**config.mk**
```make
export PLATFORM = sky130hd
export DESIGN_NAME = serial_adder
export DESIGN_NICKNAME = d
export VERILOG_FILES = /design/src/rtl/serial_adder.sv
export SDC_FILE = /design/constraint.sdc
export NUM_CORES = 1
export LEC_CHECK = 0
export ABC_AREA = 1
export CAP_MARGIN = 20
export CORE_UTILIZATION = 59
export CTS_BUF_LIST = sky130_fd_sc_hd__clkbuf_4
export CTS_CLUSTER_DIAMETER = 80
export DETAILED_ROUTE_END_ITERATION = 8
export MAX_ROUTING_LAYER = met4
export PLACE_DENSITY = 0.95
export SLEW_MARGIN = 20
export SYNTH_ARGS = -nofsm -noshare
export SYNTH_HDL_FRONTEND = slang
export SYNTH_SLANG_ARGS = --single-unit
```
**constraint.sdc**
```tcl
create_clock -name clk -period 3 [get_ports clk]
set_clock_uncertainty 0.15 [all_clocks]
set_input_delay 0.6 -clock clk [delete_from_list [all_inputs] [get_ports clk]]
set_output_delay 0.6 -clock clk [all_outputs]
set_load 0.02 [all_outputs]
```
**src/rtl/serial_adder.sv**
```systemverilog
// serial_adder: bit-serial adder, one full-adder cell with a registered carry, LSB first
module serial_adder #(
  parameter int WIDTH = 8,
  parameter int CNT_W = 3
) (
  input  logic             clk,
  input  logic             rst,
  input  logic             start,
  input  logic [WIDTH-1:0] a_in,
  input  logic [WIDTH-1:0] b_in,
  input  logic             cin,
  output logic [WIDTH-1:0] sum,
  output logic             cout,
  output logic             overflow,
  output logic             busy,
  output logic             done
);
  typedef enum logic [1:0] {IDLE, SHIFT, DONE} state_t;
  state_t state_q, state_d;
  logic [WIDTH-1:0] a_q, a_d, b_q, b_d, p_q, p_d, sum_q, sum_d;
  logic [CNT_W-1:0] cnt_q, cnt_d;
  logic c_q, c_d, cout_q, cout_d, ovf_q, ovf_d, busy_q, done_q;
  logic s_bit, c_out, last;
  assign s_bit = a_q[0] ^ b_q[0] ^ c_q;
  assign c_out = (a_q[0] & b_q[0]) | (c_q & (a_q[0] ^ b_q[0]));
  assign last  = cnt_q == CNT_W'(WIDTH - 1);
  always_comb begin
    state_d = state_q;
    a_d     = a_q;
    b_d     = b_q;
    p_d     = p_q;
    c_d     = c_q;
    cnt_d   = cnt_q;
    sum_d   = sum_q;
    cout_d  = cout_q;
    ovf_d   = ovf_q;
    case (state_q)
      IDLE: if (start) begin
        a_d     = a_in;
        b_d     = b_in;
        c_d     = cin;
        cnt_d   = '0;
        state_d = SHIFT;
      end
      SHIFT: begin
        a_d   = {1'b0, a_q[WIDTH-1:1]};
        b_d   = {1'b0, b_q[WIDTH-1:1]};
        p_d   = {s_bit, p_q[WIDTH-1:1]};
        c_d   = c_out;
        cnt_d = last ? cnt_q : cnt_q + 1'b1;
        if (last) begin
          sum_d   = p_d;
          cout_d  = c_out;
          ovf_d   = c_q ^ c_out;
          state_d = DONE;
        end
      end
      default: state_d = IDLE;
    endcase
  end
  always_ff @(posedge clk or posedge rst) begin
    if (rst) begin
      state_q <= IDLE;
      a_q     <= '0;
      b_q     <= '0;
      p_q     <= '0;
      c_q     <= 1'b0;
      cnt_q   <= '0;
      sum_q   <= '0;
      cout_q  <= 1'b0;
      ovf_q   <= 1'b0;
      busy_q  <= 1'b0;
      done_q  <= 1'b0;
    end else begin
      state_q <= state_d;
      a_q     <= a_d;
      b_q     <= b_d;
      p_q     <= p_d;
      c_q     <= c_d;
      cnt_q   <= cnt_d;
      sum_q   <= sum_d;
      cout_q  <= cout_d;
      ovf_q   <= ovf_d;
      busy_q  <= state_d == SHIFT;
      done_q  <= state_d == DONE;
    end
  end
  assign sum      = sum_q;
  assign cout     = cout_q;
  assign overflow = ovf_q;
  assign busy     = busy_q;
  assign done     = done_q;
endmodule

```
==> flow_metrics.env <==
export IMPL_status="complete, no violations"
export IMPL_yosysWarnings=0
export IMPL_fin_crit_sh_pct=70.2
export IMPL_cp_num_buf_inv=1
export IMPL_port_buffers=31
export IMPL_irDropWorstVdd_mv=0.584
export IMPL_cts_setup_buffers=0
export IMPL_insertion_delay_ns=0.35
export IMPL_drtAntennaViolNets=0
export IMPL_synth_nets=253
export IMPL_p_leak_nw=1.22
export IMPL_rsz0062_at_grt="false"
export IMPL_preCtsSetupSlack_ns=1.06
export IMPL_drv_slew=0
export IMPL_fin_nets=282
export IMPL_post_cts_resized=0
export IMPL_worstMarginPinSlew_ns=0.725
export IMPL_layout_common_cells="nand2_1, nand3_1, dfrtp_1"
export IMPL_syn2layout_area_growth_pct=18.2
export IMPL_cp_top_family="buffers and inverters"
export IMPL_hold_buffers=0
export IMPL_cts_buffers=5
export IMPL_layout_setup_ws_ns=0.894
export IMPL_power_density_nw_per_um2=1030
export IMPL_routed_wl_mm=3.74
export IMPL_routedWlPerCell_um=12.3
export IMPL_insertedDiodeCount=0
export IMPL_grt_pass1_vias=1428
export IMPL_setup_viol=0
export IMPL_hp_class="register to register"
export IMPL_via_per_inst=5.16
export IMPL_slowest_stage="clkdlybuf4s50_1"
export IMPL_clkTransAtPathRegs_ns=0.12
export IMPL_h_tree_depth=2
export IMPL_syn_area_per_cell_um2=8.61
export IMPL_layout_drive_gt1_share_pct=7.72
export IMPL_cp_arrival_ns=1.36
export IMPL_period_minus_slack_ns=2.11
export IMPL_grt_pass1_wl_mm=6.36
export IMPL_num_rows=20
export IMPL_start_util_pct=63.3
export IMPL_firstDrtPassIters=4
export IMPL_synth_seq_cells=41
export IMPL_critPathMaxStageDelay_ns=0.62
export IMPL_numClockSinks=41
export IMPL_worstSetupPathType="register to output pin"
export IMPL_path_cells="clkdlybuf4s50_1"
export IMPL_coreArea_um2=3130
export IMPL_tns_ns=0
export IMPL_place_hpwl_mm=2.46
export IMPL_die_x_um=59.9
export IMPL_finalHoldViolCount=0
export IMPL_grt_ovfl_total=0
export IMPL_netlist_area_um2=1980
export IMPL_worstSetupEndpointType="output pin"
export IMPL_pin_count=32
export IMPL_num_vias=1564
export IMPL_cts_path_max_buffers=2
export IMPL_synth_distinct_cells=19
export IMPL_crit_required_ns=2.25
export IMPL_die_area_um2=3590
export IMPL_place_gp_congestion=0.786
export IMPL_relSlewSlack_pct=51.7
export IMPL_drc=0
export IMPL_drt_iter0_drc=96
export IMPL_synth_seq_area_share_pct=51.8
export IMPL_antenna_found_initial=0
export IMPL_cts_root_buf="clkbuf_4"
export IMPL_max_cap_viol_count=0
export IMPL_grt_usage_pct=25.5
export IMPL_die_y_um=59.9
export IMPL_grt_max_degree=43
export IMPL_path_max_fanout=2
export IMPL_fmax_ghz=0.475
export IMPL_layout_commonest_cell="nand2_1"
export IMPL_postSynthCellCount=230
export IMPL_fillerInstances=222
export IMPL_cts_tree="done"
export IMPL_cp_start_kind="register"
## final cells by class
cell class / instances / area, um2 / share of cell area [%]
clock inverters: 2 / 35.0 / 1.50
clock buffers: 5 / 37.5 / 1.60
inverters: 39 / 149 / 6.36
well taps: 44 / 55.1 / 2.35
flip-flops and latches: 41 / 1030 / 43.8
repair buffers: 32 / 318 / 13.6
multi-input cells: 140 / 721 / 30.8
## cells by family (layout without fill, tap and decap cells)
group / count (synthesis) / after routing / synth area share, %
compound gates: 17 / 17 / 5.24
xor+xnor: 1 / 1 / 0.442
fa+ha+maj: 3 / 3 / 2.27
buf+inv: 49 / 78 / 11.8
flops: 41 / 41 / 51.8
simple gates: 119 / 119 / 28.4
## metal layers
| layer | global-route usage [%] | wire [um] | up-vias |
|---|---|---|---|
| met5 | - | 0 | - |
| met4 | 13.3 | 89 | 0 |
| met3 | 6.71 | 175 | 8 |
| met2 | 36.8 | 1810 | 55 |
| met1 | 32.9 | 1670 | 728 |
| li1 | - | - | 773 |
## report_power, final
part | internal [mW] | leakage (nW) | switching [mW] | total [mW]
clock | 0.170 | 0.0410 | 0.176 | 0.346
sequential | 0.807 | 0.507 | 0.183 | 0.990
combinational | 0.434 | 0.669 | 0.647 | 1.08
## final timing paths
path / cells past startpoint / endpoint / start / slack [ns]
setup / recovery: 1 / sum[0] / sum[0]$_DFFE_PP0P_ / 0.89
hold / removal: 2 / sum[6]$_DFFE_PP0P_ / sum[6]$_DFFE_PP0P_ / 0.34
setup reg to reg: 7 / cnt_q[2]$_DFFE_PP0P_ / cnt_q[0]$_DFFE_PP0P_ / 1.17
hold reg to reg: 2 / sum[6]$_DFFE_PP0P_ / sum[6]$_DFFE_PP0P_ / 0.34
max in group asynchronous: 3 / b_q[6]$_DFFE_PP0P_ / rst / 1.85
min in group asynchronous: 3 / b_q[3]$_DFFE_PP0P_ / rst / 0.50
## synthesized netlist by cell type
library cell	number	area share [%]
inv_4	1	0.32
inv_2	1	0.19
inv_1	37	7.0
buf_2	2	0.51
nand2_1	61	12
nor2_4	1	0.57
fa_1	1	1.0
dfrtp_1	41	52
o21ai_1	2	0.51
o21ai_2	5	2.2
nand3_1	49	12
nor2_1	4	0.76
buf_6	4	2.3
o21ai_0	10	2.5
xor2_1	1	0.44
nand2_8	2	2.0
buf_4	4	1.5
ha_1	2	1.3
nand2_4	2	1.1
## sequential cells by signal, indices dropped and copies added (netlist names)
name	flops
cout	1
b_q	8
done	1
a_q	8
state_q	2
busy	1
cnt_q	3
overflow	1
c_q	1
p_q	7
sum	8
## stage by stage
step,util [%],std cells,power (mW),area [um2],hold WS [ns]
global placement,72.5,296,2.00,2270,0.304
CTS,74.8,303,2.42,2340,0.347
finish,74.8,303,2.42,2340,0.343
detailed placement,72.5,296,2.07,2270,0.318
floorplan,-,230,1.79,1980,0.299
global route,74.8,303,2.61,2340,0.362
(Power assumes the default switching activity.)
